===== config.mk =====
export PLATFORM = sky130hd
export DESIGN_NAME = fifo_wr_arbiter_flat
export DESIGN_NICKNAME = d
export VERILOG_FILES = /design/src/rtl/fifo_arb_pkg.sv /design/src/rtl/fifo_wr_arbiter_if.sv /design/src/rtl/fifo_wr_arbiter_rr_pick.sv /design/src/rtl/fifo_wr_arbiter.sv /design/src/flat_wrapper.sv
export SDC_FILE = /design/constraint.sdc
export NUM_CORES = 1
export LEC_CHECK = 0
export CORE_MARGIN = 3
export CORE_UTILIZATION = 40
export CTS_BUF_LIST = sky130_fd_sc_hd__clkbuf_4
export DETAILED_ROUTE_END_ITERATION = 6
export PLACE_DENSITY = 0.95
export SYNTH_ARGS = -nofsm -noshare
export SYNTH_HDL_FRONTEND = slang
export SYNTH_HIERARCHICAL = 1
export SYNTH_SLANG_ARGS = --single-unit

===== constraint.sdc =====
create_clock -name clk -period 3.9 [get_ports clk]
set_input_delay 0.78 -clock clk [delete_from_list [all_inputs] [get_ports clk]]
set_output_delay 0.78 -clock clk [all_outputs]
set_load 0.02 [all_outputs]

===== src/rtl/fifo_arb_pkg.sv =====
// Shared types and constants for the FIFO write-port arbiter.
//   state_t      : arbiter FSM states
//   ERR_ACK/OVF  : bit positions inside the sticky err vector
//   owner_width  : index width for a given producer count (min 1)
//   cnt_width    : beat counter width for a given burst limit
package fifo_arb_pkg;

  typedef enum logic {
    IDLE  = 1'b0,
    BURST = 1'b1
  } state_t;

  localparam int ERR_ACK = 0;
  localparam int ERR_OVF = 1;

  function automatic int owner_width(input int n);
    return (n > 1) ? $clog2(n) : 1;
  endfunction

  function automatic int cnt_width(input int m);
    return $clog2(m) + 1;
  endfunction

  // Widths for the default configuration (NUM_REQ=4, MAX_BURST=4).
  localparam int OWNER_W = owner_width(4);
  localparam int CNT_W   = cnt_width(4);

endpackage


===== src/rtl/fifo_wr_arbiter_if.sv =====
// Bundle of producer-side and FIFO-side signals of the write arbiter.
//   master : arbiter view (drives gnt, FIFO write side, status)
//   slave  : environment view (drives requests/data and FIFO status)
interface fifo_wr_arbiter_if #(
  parameter int NUM_REQ    = 4,
  parameter int FIFO_WIDTH = 8,
  parameter int OWNER_W    = fifo_arb_pkg::OWNER_W
);
  logic [NUM_REQ-1:0]            req;
  logic [NUM_REQ*FIFO_WIDTH-1:0] data;
  logic [NUM_REQ-1:0]            gnt;
  logic                          fifo_wr_en;
  logic [FIFO_WIDTH-1:0]         fifo_data_in;
  logic                          fifo_full;
  logic                          fifo_wr_ack;
  logic                          fifo_overflow;
  logic [OWNER_W-1:0]            owner;
  logic                          busy;
  logic [1:0]                    err;

  modport master (
    input  req, data, fifo_full, fifo_wr_ack, fifo_overflow,
    output gnt, fifo_wr_en, fifo_data_in, owner, busy, err
  );

  modport slave (
    output req, data, fifo_full, fifo_wr_ack, fifo_overflow,
    input  gnt, fifo_wr_en, fifo_data_in, owner, busy, err
  );
endinterface


===== src/rtl/fifo_wr_arbiter_rr_pick.sv =====
// Combinational round-robin picker.
//   req_i   : request vector
//   last_i  : index of the previous owner; search starts one above it
//   found_o : at least one request present
//   idx_o   : first requester at or after (last_i+1) mod NUM_REQ, with wrap
module rr_pick #(
  parameter int NUM_REQ = 4,
  parameter int IDX_W   = 2
) (
  input  logic [NUM_REQ-1:0] req_i,
  input  logic [IDX_W-1:0]   last_i,
  output logic               found_o,
  output logic [IDX_W-1:0]   idx_o
);
  logic [2*NUM_REQ-1:0] dbl;
  logic [NUM_REQ-1:0]   rot;
  int unsigned          start;

  always_comb begin
    start = (32'(last_i) + 32'd1) % NUM_REQ;
    // Rotate so the highest-priority requester lands at bit 0, then take
    // the lowest set bit and map it back to an absolute index.
    dbl     = {req_i, req_i} >> start;
    rot     = dbl[NUM_REQ-1:0];
    found_o = 1'b0;
    idx_o   = '0;
    for (int unsigned k = 0; k < NUM_REQ; k++) begin
      if (rot[k] && !found_o) begin
        found_o = 1'b1;
        idx_o   = IDX_W'((start + k) % NUM_REQ);
      end
    end
  end
endmodule


===== src/rtl/fifo_wr_arbiter.sv =====
// Round-robin arbiter sharing one FIFO write port between NUM_REQ producers,
// with bursts bounded to MAX_BURST accepted beats per grant.
//   clk, rst : clock, asynchronous active-high reset
//   bus      : producer req/data/gnt, FIFO wr_en/data_in/full/wr_ack/overflow,
//              owner index, busy (in BURST), sticky err {overflow, ack}
module fifo_wr_arbiter
  import fifo_arb_pkg::*;
#(
  parameter int NUM_REQ    = 4,
  parameter int FIFO_WIDTH = 8,
  parameter int MAX_BURST  = 4
) (
  input logic                clk,
  input logic                rst,
  fifo_wr_arbiter_if.master  bus
);
  localparam int OW = owner_width(NUM_REQ);
  localparam int CW = cnt_width(MAX_BURST);
  localparam logic [CW-1:0] LAST_BEAT = CW'(MAX_BURST - 1);
  localparam logic [OW-1:0] LAST_INIT = OW'(NUM_REQ - 1);

  state_t                state_q, state_d;
  logic [OW-1:0]         owner_q, owner_d;
  logic [OW-1:0]         last_q, last_d;
  logic [CW-1:0]         cnt_q, cnt_d;
  logic [1:0]            err_q, err_d;
  logic                  wr_en_q;
  logic                  wr_en;
  logic                  pick_found;
  logic [OW-1:0]         pick_idx;
  logic                  req_own;
  logic [FIFO_WIDTH-1:0] data_own;
  logic [FIFO_WIDTH-1:0] data_out;
  logic [NUM_REQ-1:0]    gnt;

  rr_pick #(
    .NUM_REQ (NUM_REQ),
    .IDX_W   (OW)
  ) u_pick (
    .req_i   (bus.req),
    .last_i  (last_q),
    .found_o (pick_found),
    .idx_o   (pick_idx)
  );

  always_comb begin
    req_own  = 1'b0;
    data_own = '0;
    for (int unsigned i = 0; i < NUM_REQ; i++) begin
      if (owner_q == OW'(i)) begin
        req_own  = bus.req[i];
        data_own = bus.data[i*FIFO_WIDTH +: FIFO_WIDTH];
      end
    end
  end

  always_comb begin
    state_d  = state_q;
    owner_d  = owner_q;
    cnt_d    = cnt_q;
    last_d   = last_q;
    wr_en    = 1'b0;
    gnt      = '0;
    data_out = '0;
    case (state_q)
      IDLE: begin
        if (pick_found && !bus.fifo_full) begin
          owner_d = pick_idx;
          cnt_d   = '0;
          state_d = BURST;
        end
      end
      BURST: begin
        wr_en    = req_own & ~bus.fifo_full;
        data_out = data_own;
        for (int unsigned i = 0; i < NUM_REQ; i++) begin
          gnt[i] = wr_en && (owner_q == OW'(i));
        end
        // A full FIFO only stalls; the burst ends on a dropped request or
        // on the beat that reaches the burst limit.
        if (!req_own) begin
          state_d = IDLE;
          last_d  = owner_q;
        end else if (wr_en) begin
          if (cnt_q == LAST_BEAT) begin
            state_d = IDLE;
            last_d  = owner_q;
            cnt_d   = '0;
          end else begin
            cnt_d = cnt_q + CW'(1);
          end
        end
      end
      default: state_d = IDLE;
    endcase
  end

  always_comb begin
    err_d = err_q;
    // Every write must be acked exactly one cycle later, and no ack may
    // arrive without a write; either mismatch is an ack error.
    if (wr_en_q != bus.fifo_wr_ack) err_d[ERR_ACK] = 1'b1;
    if (bus.fifo_overflow)          err_d[ERR_OVF] = 1'b1;
  end

  always_ff @(posedge clk or posedge rst) begin
    if (rst) begin
      state_q <= IDLE;
      owner_q <= '0;
      last_q  <= LAST_INIT;
      cnt_q   <= '0;
      err_q   <= '0;
      wr_en_q <= 1'b0;
    end else begin
      state_q <= state_d;
      owner_q <= owner_d;
      last_q  <= last_d;
      cnt_q   <= cnt_d;
      err_q   <= err_d;
      wr_en_q <= wr_en;
    end
  end

  assign bus.gnt          = gnt;
  assign bus.fifo_wr_en   = wr_en;
  assign bus.fifo_data_in = data_out;
  assign bus.owner        = owner_q;
  assign bus.busy         = (state_q == BURST);
  assign bus.err          = err_q;
endmodule


===== src/flat_wrapper.sv =====
// flat-port wrapper written by rule: the top's interface ports become plain ports
module fifo_wr_arbiter_flat import fifo_arb_pkg::*;
#(
  parameter int NUM_REQ    = 4,
  parameter int FIFO_WIDTH = 8,
  parameter int MAX_BURST  = 4
)
  (clk, rst, bus_req, bus_data, bus_fifo_full, bus_fifo_wr_ack, bus_fifo_overflow, bus_gnt, bus_fifo_wr_en, bus_fifo_data_in, bus_owner, bus_busy, bus_err);
  fifo_wr_arbiter_if #(.NUM_REQ(NUM_REQ), .FIFO_WIDTH(FIFO_WIDTH), .OWNER_W(2)) bus_i ();
  input logic clk;
  input logic rst;
  input wire logic [$bits(bus_i.req)-1:0] bus_req;
  input wire logic [$bits(bus_i.data)-1:0] bus_data;
  input wire logic [$bits(bus_i.fifo_full)-1:0] bus_fifo_full;
  input wire logic [$bits(bus_i.fifo_wr_ack)-1:0] bus_fifo_wr_ack;
  input wire logic [$bits(bus_i.fifo_overflow)-1:0] bus_fifo_overflow;
  output wire logic [$bits(bus_i.gnt)-1:0] bus_gnt;
  output wire logic [$bits(bus_i.fifo_wr_en)-1:0] bus_fifo_wr_en;
  output wire logic [$bits(bus_i.fifo_data_in)-1:0] bus_fifo_data_in;
  output wire logic [$bits(bus_i.owner)-1:0] bus_owner;
  output wire logic [$bits(bus_i.busy)-1:0] bus_busy;
  output wire logic [$bits(bus_i.err)-1:0] bus_err;
  assign bus_i.req = bus_req;
  assign bus_i.data = bus_data;
  assign bus_i.fifo_full = bus_fifo_full;
  assign bus_i.fifo_wr_ack = bus_fifo_wr_ack;
  assign bus_i.fifo_overflow = bus_fifo_overflow;
  assign bus_gnt = bus_i.gnt;
  assign bus_fifo_wr_en = bus_i.fifo_wr_en;
  assign bus_fifo_data_in = bus_i.fifo_data_in;
  assign bus_owner = bus_i.owner;
  assign bus_busy = bus_i.busy;
  assign bus_err = bus_i.err;
  fifo_wr_arbiter #(.NUM_REQ(NUM_REQ), .FIFO_WIDTH(FIFO_WIDTH), .MAX_BURST(MAX_BURST)) u_core (.clk(clk), .rst(rst), .bus(bus_i));
endmodule

### Yosys cells after proc, flatten, opt, wreduce, memory -nomap -nowiden

Index checks and enable logic that the tools add are counted.

| word-level totals | value |
|---|---|
| register bits | 11 |
| bits of input ports | 41 |
| output and inout port bits | 18 |
| word-level logic and storage cells | 74 |

| cells by class | value |
|---|---|
| add/subtract/negate cells | 5 |
| equality and inequality tests | 10 |
| shift operators | 1 |
| muxes and demuxes | 32 |
| bitwise gates (word level) | 3 |
| reduce and logical (&&, ||, !) cells | 16 |

Operator list:

| cell | number |
|---|---|
| $mux 8 | 5 |
| $mux 2 | 7 |
| $mux 1 | 13 |
| $mux 3 | 4 |
| $logic_and 1x1->1 | 8 |
| $ne 2x2->1 const B | 4 |
| $shr 8x2->4 | 1 |
| $pmux 3 s2 | 1 |
| $reduce_and 3->1 | 2 |
| $add 2x1->2 const B | 2 |
| $add 2x2->2 const B | 2 |
| $eq 2x2->1 const B | 2 |
| $logic_not 1->1 | 4 |
| $mux 4 | 1 |
| $add 3x1->3 const B | 1 |
| $eq 3x2->1 const B | 1 |
| $eq 2x1->1 const B | 1 |
| $logic_not 2->1 | 1 |
| $ne 2x1->1 const B | 1 |
| $not 1->1 | 2 |
| $pmux 1 s2 | 1 |
| $reduce_and 2->1 | 1 |
| $and 1x1->1 | 1 |
| $ne 1x1->1 | 1 |

### Logic depth before layout (Yosys ltp)

Gate-level depths: netlist (run 1).

| logic depth | value |
|---|---|
| word-level depth | 15 |
| depth in mapped cells | 5 |
| depth with buffers taken out | 5 |

### Cells and area by module

Netlist (run 1), hierarchy kept.

By module, submodules not included:

| module | times used | cells an instance | area an instance (µm²) | seq. area each (µm²) |
|---|---|---|---|---|
| fifo_wr_arbiter | 1 | 64 | 825.8 | 277.8 |
| rr_pick | 1 | 14 | 81.3 | 0.0 |

### Worst setup path before layout (run 1)

No wires, ideal clock.

| timing | value |
|---|---|
| path kind | in2out |
| from | input port bus_fifo_full |
| to | output port bus_gnt[0] |
| arrival | 1.732 ns |
| required time | 3.120 ns |
| slack | 1.388 ns |
| stages | 2 |
| path buffers | 0 |
| cell sequence | nand2b_1 > nor4b_1 |

| between the ends | value |
|---|---|
| word-level cells in the longest chain between the ends | 4 |

RTL lines:

| what | RTL line | source |
|---|---|---|
| from (decl) | flat_wrapper.sv:14 | `input wire logic [$bits(bus_i.fifo_full)-1:0] bus_fifo_full;` |
| $not 1->1 | fifo_wr_arbiter.sv:74 | `wr_en = req_own & ~bus.fifo_full;` |
| $and 1x1->1 | fifo_wr_arbiter.sv:74 |  |
| $logic_and 1x1->1 | fifo_wr_arbiter.sv:77 | `gnt[i] = wr_en && (owner_q == OW'(i));` |
| $mux 4 | fifo_wr_arbiter.sv:65 | `case (state_q)` |
| to (decl) | flat_wrapper.sv:17 | `output wire logic [$bits(bus_i.gnt)-1:0] bus_gnt;` |

No other way between the ends.

### Final worst setup path (run 1)

| timing | value |
|---|---|
| from | input port bus_req[0] |
| to | output port bus_fifo_wr_en |

| between the ends | value |
|---|---|
| word-level cells in the longest chain between the ends | 6 |

RTL lines:

| what | RTL line | source |
|---|---|---|
| from (decl) | flat_wrapper.sv:12 | `input wire logic [$bits(bus_i.req)-1:0] bus_req;` |
| $mux 1 (4 in series) | fifo_wr_arbiter.sv:50 | `if (owner_q == OW'(i)) begin` |
| $and 1x1->1 | fifo_wr_arbiter.sv:74 |  |
| $mux 1 | fifo_wr_arbiter.sv:65 |  |
| to (decl) | flat_wrapper.sv:18 | `output wire logic [$bits(bus_i.fifo_wr_en)-1:0] bus_fifo_wr_en;` |

No other way between the ends.

==> reports/summary.txt, run 1 <==
Minimum setup slack in the final design = 0.545 ns
Number of CTS-inserted buffers = 3
Category of the worst setup path capture point = output port
CTS Buffer Depth = 2
Critical path data arrival time = 2.57 ns
Crit path max-delay cell type = mux4_2
Setup TNS = 0 ns
Cell seen most often among critical-path stages = clkdlybuf4s50_1
Power density of the placed cells = 562 mW/mm²
Effective utilization at floorplan = 44.0%
Number of antenna-violating nets in the routed design = 0
Final worst path period share = 86.0%
Clock root buffer = clkbuf_4
Synth area leaders = dfrtp_1 25%, mux4_2 12%, mux4_1 12%
Final antenna diode count = 0
Gr usage total = 19.8%
Fraction of post-synthesis cell area in the top cell type by area = 24.8%
Mapped Nets = 120
Destination of the critical timing path = bus_fifo_wr_en
Top cells by instance count after synthesis = 9 x dfrtp_1, 8 x and2_1, 5 x mux4_2, 5 x nand2_1
Number of ports placed on the die boundary = 59
Floorplan die area = 0.00288 mm²
Cell variety after synth = 34
CTS tree = done
Post-synthesis instance area = 907 µm²
Layout Cells excl Fill = 163
Critical path class = in2out
Terminus of the critical flop-to-flop path = u_core/last_q[0]$_DFFE_PP1P_
Required time of the worst setup path = 3.12 ns
Synthesized flop and latch total = 11
Class of the tightest hold or removal check = reg2reg
Clock skew after layout = 0.000723 ns
Leakage power figure = 0.000592 µW
Transition time of the tightest slew-check pin = 0.702 ns
Run status = finished clean
Number of antenna violations at the first check in global routing = 0
Buffers on Ports = 58
Via density per instance = 5.44
Beginning of the critical path = bus_req[0]
EDFF count, synth = 0
Number of setup buffers added after CTS = 0
Post-route standard cell area excluding fillers = 0.00153 mm²
Final Max Slew Viols = 0
Post-synthesis async set-or-reset flop share = 100%
Max stage delay on crit path = 0.58 ns
Number of DRC violations after detailed routing = 0
Highest achievable clock rate = 298 MHz
H-tree depth reported by CTS = 1
Number of clock sinks = 11
First-pass GRT wire length = 4090 µm
Proportion of layout cells with a drive suffix above 1 = 13.2%
Final-report hold violation count = 0
Cell breakdown of the critical path = clkdlybuf4s50_1, mux4_2, and2_4, clkdlybuf4s50_1
Number of DRC markers in iteration 0 = 17
Number of cells in the design after placement = 159
Die Span Y = 53.6 µm
Synthesized area divided by synthesized cell count = 11.6 µm²
Vias in the first global route = 852
Total placed instance area = 0.00150 mm²
Core area = 0.00206 mm²
Startpoint kind of the worst setup timing path = input pin
Seq/Total Area, Yosys = 30.6%
Remaining global-route overflow = 0
Post-CTS Hold Fix Bufs = 0
Worst Reg-to-Reg Cells = 3
Post-CTS Resized = 0
Standard-cell rows = 16
Detailed Routing Iterations Pass 1 = 4
Post-route core utilization = 74.1%
Via count = 887
Clock period minus worst slack = 3.35 ns
Main synth FF type = dfrtp_1
Total number of nets in the final design = 179
Cell accounting for the most synthesized area = dfrtp_1
Worst relative slew slack = 53.2%
Die width = 53.6 µm
Launching point of the worst reg2reg path = u_core/bus.owner[0]$_DFFE_PP0P_
Clock network latency to the later pin of the worst-skew pair = 0.26 ns
Highest fanout seen on the critical path = 7
Most frequent cell after synthesis = dfrtp_1
Clock Pin Slew Worst Setup and Hold Paths = 0.07 ns
Post-DR wirelength/cell = 16.7 µm
Pin count of the biggest net entering global routing = 17
Register-to-register path setup slack = 1.81 ns
Setup repair after global routing missed its margin = false
Synth-to-layout area growth = 68.4%
Pre-CTS setup slack = 0.547 ns
Final setup viols = 0
Placed wire-length estimate = 2280 µm
Reported max-cap violation count = 0
Final Routed Wirelength = 2720 µm
GP Congestion = 0.764
Yosys synthesis warning count = 6
Worst voltage drop across the vdd grid = 0.430 mV
Cell count after synthesis = 78
==> sequential cells by signal, summed over array words and instances, names as in the netlist <==
register / flops
u_core/bus.err: 2
u_core/bus.busy: 1
u_core/bus.owner: 2
u_core/wr_en_q: 1
u_core/cnt_q: 3
u_core/last_q: 2
==> area by class of cell <==
| type | count | area (µm²) |
|---|---|---|
| multi-input cells | 60 | 594 |
| repair buffers | 58 | 581 |
| fillers | 153 | 534 |
| flip-flops and latches | 11 | 278 |
| well taps | 27 | 33.8 |
| clock buffers | 4 | 30.0 |
| inverters | 3 | 11.3 |
==> placed cells by master (no fill, tap or decap), types with 2 or more instances in the layout <==
| cell | n |
|---|---|
| mux4_2 | 5 |
| nand2b_1 | 4 |
| nor2b_1 | 2 |
| mux4_1 | 4 |
| and2_1 | 8 |
| inv_1 | 3 |
| nor2_1 | 3 |
| nand2_1 | 5 |
| dfrtp_1 | 9 |
| dfstp_2 | 2 |
| o21bai_1 | 3 |
| mux2_1 | 2 |
| a21oi_1 | 3 |
| mux2_2 | 2 |
| clkbuf_4 | 4 |
| clkdlybuf4s50_1 | 58 |
| nor4b_1 | 2 |
| and4b_1 | 2 |
==> metrics by stage <==
step	power, µW	hold WS (ns)
after global routing	916	0.493
after global placement	758	0.448
after detailed placement	782	0.454
after CTS	866	0.472
final	858	0.465
after floorplan	575	0.461
==> layer usage <==
| layer | global-route usage (%) | part of all wire [%] | vias to the layer above |
|---|---|---|---|
| met4 | 3.83 | 0.51 | 0 |
| met1 | 21.5 | 35 | 412 |
| li1 | - | - | 418 |
| met3 | 6.65 | 11 | 4 |
| met2 | 37.1 | 53 | 53 |
| met5 | 0 | 0 | - |
==> worst max-delay path, delay by kind of cell <==
kind | cells | cell delay, ns
buffers and inverters | 2 | 1.04
muxes | 1 | 0.58
and+or+nand+nor | 1 | 0.18
==> cell families after synthesis <==
kind of cell | synth area share [%]
AND/OR/NAND/NOR | 22.5
multiplexers | 30.1
AO/OA/AOI/OAI | 10.6
flip-flops | 30.6
buffers and inverters | 3.86
XOR/XNOR | 0.966
adder cells (fa/ha/maj) | 1.38
==> power by group <==
part | leakage (µW) | total, µW | internal [µW] | switching [µW]
Sequential | 0.000128 | 263 | 159 | 103
Combinational | 0.000445 | 513 | 309 | 204
Clock | 0.0000184 | 82.6 | 46.5 | 36.1
Total | 0.000592 | 858 | 515 | 344
==> worst min-delay path by stage <==
| stage | slack (ns) | cells past startpoint | startpoint | endpoint |
|---|---|---|---|---|
| after floorplan | 0.46 | 2 | u_core/wr_en_q$_DFF_PP0_ | u_core/bus.err[0]$_DFFE_PP0P_ |
| after global placement | 0.45 | 1 | u_core/bus.err[1]$_DFFE_PP0P_ | u_core/bus.err[1]$_DFFE_PP0P_ |
| after detailed placement | 0.45 | 1 | u_core/bus.err[0]$_DFFE_PP0P_ | u_core/bus.err[0]$_DFFE_PP0P_ |
| after CTS | 0.47 | 1 | u_core/bus.err[0]$_DFFE_PP0P_ | u_core/bus.err[0]$_DFFE_PP0P_ |
| after global routing | 0.49 | 1 | u_core/bus.err[0]$_DFFE_PP0P_ | u_core/bus.err[0]$_DFFE_PP0P_ |
| final | 0.47 | 1 | u_core/bus.err[0]$_DFFE_PP0P_ | u_core/bus.err[0]$_DFFE_PP0P_ |
Power figures use the tool's default switching activity.
==> run 2: changes to the inputs <==
--- a/config.mk
+++ b/config.mk
@@ -5,6 +5,7 @@
 export SDC_FILE = /design/constraint.sdc
 export NUM_CORES = 1
 export LEC_CHECK = 0
+export ABC_CLOCK_PERIOD_IN_PS = 3900
 export CORE_MARGIN = 3
 export CORE_UTILIZATION = 40
 export CTS_BUF_LIST = sky130_fd_sc_hd__clkbuf_4
==> constraint.sdc (replaced) <==
create_clock -name clk -period 3.9 [get_ports clk]
set_input_delay 0.78 -clock clk [delete_from_list [all_inputs] [get_ports clk]]
set_output_delay 0.78 -clock clk [all_outputs]
set_load 0.01 [all_outputs]
==> reports/summary.txt, run 2 (synthesized netlist as in run 1, its figures left out) <==
Category of the worst setup path capture point = output port
GP Congestion = 0.763
Post-CTS Resized = 0
Launching point of the worst reg2reg path = u_core/bus.owner[0]$_DFFE_PP0P_
Effective utilization at floorplan = 44.0%
Overall power = 818 µW
Placed wire-length estimate = 2330 µm
Layout Cells excl Fill = 163
Commonest cells after routing, fill and taps aside = 58 x clkdlybuf4s50_1, 9 x dfrtp_1, 8 x and2_1
Die Span Y = 53.6 µm
Design internal power = 515 µW
Max stage delay on crit path = 0.58 ns
Family of cells with the greatest summed delay on the critical path = buffers and inverters
Worst Reg-to-Reg Cells = 3
Buffers on Ports = 58
Proportion of power drawn by the clock network = 10.6%
Setup TNS = 0 ns
Run status = finished clean
Floorplan die area = 0.00288 mm²
Number of antenna-violating nets in the routed design = 0
CTS tree = done
Most common cell after layout, fill and taps aside = clkdlybuf4s50_1
Gr usage total = 20.2%
Number of DRC violations after detailed routing = 0
Register-to-register path setup slack = 1.81 ns
Standard-cell rows = 16
Core area = 0.00206 mm²
Part of the power in registers = 32.2%
Critical path class = in2out
Minimum setup slack in the final design = 0.595 ns
Final Routed Wirelength = 2830 µm
Vias in the first global route = 877
Register with the most flip-flops = u_core/cnt_q
Remaining global-route overflow = 0
Final Max Slew Viols = 0
Proportion of layout cells with a drive suffix above 1 = 13.2%
Clock period minus worst slack = 3.31 ns
Number of cells on the worst hold path = 1
Clock network latency to the later pin of the worst-skew pair = 0.27 ns
Critical path data arrival time = 2.53 ns
Total number of nets in the final design = 179
Synth-to-layout area growth = 68.4%
Switching part of the total power = 37.0%
Pin count of the biggest net entering global routing = 17
Leakage power figure = 0.000592 µW
Detailed Routing Iterations Pass 1 = 4
Clock skew after layout = 0.000461 ns
Worst Hold Path EP = u_core/bus.err[0]$_DFFE_PP0P_
Number of DRC markers in iteration 0 = 24
Cell seen most often among critical-path stages = clkdlybuf4s50_1
Class of the tightest hold or removal check = reg2reg
Via density per instance = 5.47
Combinational Power Share = 57.2%
Die width = 53.6 µm
Cell breakdown of the critical path = clkdlybuf4s50_1, mux4_2, and2_4, clkdlybuf4s50_1
CTS Buffer Depth = 2
Clock root buffer = clkbuf_4
Highest fanout seen on the critical path = 7
Max FFs per register = 3
Layout filler cell count = 145
Setup repair after global routing missed its margin = false
Pre-CTS setup slack = 0.604 ns
Power density of the placed cells = 535 mW/mm²
Number of setup buffers added after CTS = 0
Reported max-cap violation count = 0
Final worst path period share = 84.8%
Final-report hold violation count = 0
Cell count along the critical path = 4
Worst relative slew slack = 54.5%
H-tree depth reported by CTS = 1
Crit path max-delay cell type = mux4_2
Highest achievable clock rate = 303 MHz
Worst voltage drop across the vdd grid = 0.366 mV
Final setup viols = 0
Number of ports placed on the die boundary = 59
Terminus of the critical flop-to-flop path = u_core/last_q[1]$_DFFE_PP1P_
Via count = 891
Clock Pin Slew Worst Setup and Hold Paths = 0.07 ns
Required time of the worst setup path = 3.12 ns
First-pass GRT wire length = 4080 µm
Number of antenna violations at the first check in global routing = 0
Transition time of the tightest slew-check pin = 0.682 ns
Startpoint kind of the worst setup timing path = input pin
Final antenna diode count = 0
Number of CTS-inserted buffers = 3
Switching power of the nets = 303 µW
Hold path startpoint = u_core/bus.err[0]$_DFFE_PP0P_
Number of cells in the design after placement = 159
Post-CTS Hold Fix Bufs = 0
Number of clock sinks = 11
Post-DR wirelength/cell = 17.3 µm
Worst Path Buf+Inv = 2
==> run 2: cell counts in the layout (fill, tap and decap cells not counted) <==
No cell type changed its count.
==> run 2: area by class of cell <==
class                   instances  area, µm²  share of cell area (%)
multi-input cells              60        594                    38.9
repair buffers                 58        581                    38.0
flip-flops and latches         11        278                    18.2
well taps                      27       33.8                    2.21
clock buffers                   4       30.0                    1.97
inverters                       3       11.3                   0.737
==> run 2: worst max-delay path by stage <==
stage | startpoint | endpoint
floorplan | bus_req[3] | bus_fifo_wr_en
global placement | bus_req[0] | bus_fifo_wr_en
detailed placement | bus_req[0] | bus_fifo_wr_en
CTS | bus_req[0] | bus_fifo_wr_en
global route | bus_fifo_full | bus_gnt[0]
finish | bus_req[0] | bus_fifo_wr_en
==> run 2: metal layers <==
metal	vias up	GRT usage [%]	part of all wire, %
li1	417	-	-
met3	4	5.54	11
met4	0	6.81	1.8
met1	419	20.7	35
met2	51	38.8	52
met5	-	0	0
==> run 2: through the flow <==
step | hold slack (ns) | area [µm²] | utilization (%)
after floorplan | 0.461 | 907 | -
after global placement | 0.448 | 1500 | 72.6
after detailed placement | 0.452 | 1500 | 72.6
after CTS | 0.473 | 1530 | 74.1
after global routing | 0.506 | 1530 | 74.1
final | 0.469 | 1530 | 74.1
==> run 2: power by group through the flow <==
| stage | sequential, µW | clock [µW] | combinational (µW) |
|---|---|---|---|
| 2_1_floorplan | 206 | 0 | 320 |
| 3_3_place_gp | 260 | 0 | 448 |
| 3_5_place_dp | 266 | 0 | 467 |
| 4_1_cts | 263 | 89.2 | 467 |
| 5_1_grt | 277 | 91.7 | 500 |
| 6_report | 263 | 86.8 | 467 |
==> run 3: changes to the inputs <==
--- a/config.mk
+++ b/config.mk
@@ -5,12 +5,12 @@
 export SDC_FILE = /design/constraint.sdc
 export NUM_CORES = 1
 export LEC_CHECK = 0
-export ABC_CLOCK_PERIOD_IN_PS = 3900
+export ABC_CLOCK_PERIOD_IN_PS = 3000
 export CORE_MARGIN = 3
-export CORE_UTILIZATION = 40
+export CORE_UTILIZATION = 33
 export CTS_BUF_LIST = sky130_fd_sc_hd__clkbuf_4
 export DETAILED_ROUTE_END_ITERATION = 6
-export PLACE_DENSITY = 0.95
+export PLACE_DENSITY = 0.85
 export SYNTH_ARGS = -nofsm -noshare
 export SYNTH_HDL_FRONTEND = slang
 export SYNTH_HIERARCHICAL = 1
==> constraint.sdc (replaced) <==
create_clock -name clk -period 3 [get_ports clk]
set_input_delay 0.6 -clock clk [delete_from_list [all_inputs] [get_ports clk]]
set_output_delay 0.6 -clock clk [all_outputs]
set_load 0.01 [all_outputs]
==> reports/summary.txt, run 3 (synthesized netlist as in run 1, its figures left out) <==
Vias in the first global route = 976
Leakage power figure = 0.000615 µW
Number of CTS-inserted buffers = 3
Number of clock sinks = 11
Switching part of the total power = 36.4%
Post-CTS Resized = 0
Class of the tightest hold or removal check = reg2reg
Part of the power in registers = 31.6%
Max FFs per register = 3
Register with the most flip-flops = u_core/cnt_q
Final antenna diode count = 0
Floorplan die area = 0.00341 mm²
Gr usage total = 17.1%
Number of DRC markers in iteration 0 = 33
Post-DR wirelength/cell = 15.9 µm
Placed wire-length estimate = 2220 µm
Category of the worst setup path capture point = output port
Final worst path period share = 95.7%
Transition time of the tightest slew-check pin = 0.606 ns
H-tree depth reported by CTS = 1
Proportion of layout cells with a drive suffix above 1 = 17.0%
Required time of the worst setup path = 2.40 ns
Setup TNS = 0 ns
Pin count of the biggest net entering global routing = 17
Power density of the placed cells = 684 mW/mm²
Final Routed Wirelength = 2720 µm
Number of antenna violations at the first check in global routing = 0
Crit path max-delay cell type = clkdlybuf4s50_1
Number of antenna-violating nets in the routed design = 0
Reported max-cap violation count = 0
Worst relative slew slack = 59.5%
Clock Pin Slew Worst Setup and Hold Paths = 0.06 ns
Most common cell after layout, fill and taps aside = clkdlybuf4s50_1
CTS Buffer Depth = 2
Overall power = 1070 µW
Critical path class = in2out
Layout filler cell count = 223
Register-to-register path setup slack = 1.01 ns
Clock skew after layout = 0.00663 ns
Final Max Slew Viols = 0
Number of setup buffers added after CTS = 0
Buffers on Ports = 58
First-pass GRT wire length = 4480 µm
Design internal power = 683 µW
Final setup viols = 0
Switching power of the nets = 391 µW
Final-report hold violation count = 0
Commonest cells after routing, fill and taps aside = 58 x clkdlybuf4s50_1, 8 x and2_1, 8 x dfrtp_1
Clock root buffer = clkbuf_4
Worst voltage drop across the vdd grid = 0.506 mV
Detailed Routing Iterations Pass 1 = 4
Effective utilization at floorplan = 35.6%
Setup repair after global routing missed its margin = false
Die width = 58.4 µm
Number of DRC violations after detailed routing = 0
Number of ports placed on the die boundary = 59
Total number of nets in the final design = 184
Critical path data arrival time = 2.27 ns
Post-CTS Hold Fix Bufs = 0
CTS tree = done
Via density per instance = 5.27
Clock network latency to the later pin of the worst-skew pair = 0.27 ns
Proportion of power drawn by the clock network = 10.2%
Highest fanout seen on the critical path = 3
GP Congestion = 0.880
Post-route standard cell area excluding fillers = 0.00157 mm²
Total placed instance area = 0.00154 mm²
Cell breakdown of the critical path = clkdlybuf4s50_1, nand2b_1, nor4b_1, clkdlybuf4s50_1
Final worst hold slack = 0.463 ns
Core area = 0.00254 mm²
Via count = 902
Highest achievable clock rate = 348 MHz
Run status = finished clean
Remaining global-route overflow = 0
Max stage delay on crit path = 0.61 ns
Die Span Y = 58.4 µm
Startpoint kind of the worst setup timing path = input pin
Standard-cell rows = 18
Synth-to-layout area growth = 73.1%
Cell seen most often among critical-path stages = clkdlybuf4s50_1
Combinational Power Share = 58.1%
Clock period minus worst slack = 2.87 ns
run 3: cell count changes in the layout (fill, tap and decap cells not counted):
cell / change
buf_4: +5
dfrtp_1: -1
dfrtp_2: +1
run 3: worst max-delay path: cells and delay by family:
| family | cells | cell delay (ns) |
|---|---|---|
| buf+inv | 2 | 1.05 |
| simple gates | 2 | 0.61 |
run 3: power groups by stage:
| stage | clock (µW) | combinational (µW) | sequential, µW |
|---|---|---|---|
| after global routing | 122 | 673 | 363 |
| after detailed placement | 0 | 625 | 341 |
| after floorplan | 0 | 416 | 268 |
| after global placement | 0 | 606 | 336 |
| after CTS | 115 | 628 | 339 |
| final | 110 | 624 | 340 |
run 3: cell type report:
cell class | instances | area, µm² | area share [%]
repair buffers | 63 | 618 | 39.4
flip-flops and latches | 11 | 279 | 17.8
inverters | 3 | 11.3 | 0.717
clock buffers | 4 | 30.0 | 1.91
well taps | 30 | 37.5 | 2.39
multi-input cells | 60 | 594 | 37.8
run 3: routing by layer:
layer	GRT usage [%]	routed length [µm]	vias to the layer above
li1	-	-	427
met1	20.7	1020	432
met3	4.17	190	2
met4	2.98	16	0
met5	0	0	-
met2	30.8	1490	41
run 3: stage by stage:
stage / util [%] / std cells / setup slack, ns
after floorplan: - / 78 / 0.977
after global routing: 61.7 / 171 / 0.0512
after global placement: 60.5 / 167 / 0.211
final: 61.7 / 171 / 0.130
after CTS: 61.7 / 171 / 0.0501
after detailed placement: 60.5 / 167 / 0.145
run 3: path summary, 6_finish.rpt:
kind | startpoint | to | cells after the start
setup / recovery | bus_fifo_full | bus_gnt[0] | 4
hold / removal | u_core/bus.err[0]$_DFFE_PP0P_ | u_core/bus.err[0]$_DFFE_PP0P_ | 1
setup reg to reg | u_core/bus.owner[0]$_DFFE_PP0P_ | u_core/last_q[1]$_DFFE_PP1P_ | 4
hold reg to reg | u_core/bus.err[0]$_DFFE_PP0P_ | u_core/bus.err[0]$_DFFE_PP0P_ | 1
max in group asynchronous | rst | u_core/last_q[1]$_DFFE_PP1P_ | 2
min in group asynchronous | rst | u_core/bus.owner[1]$_DFFE_PP0P_ | 2
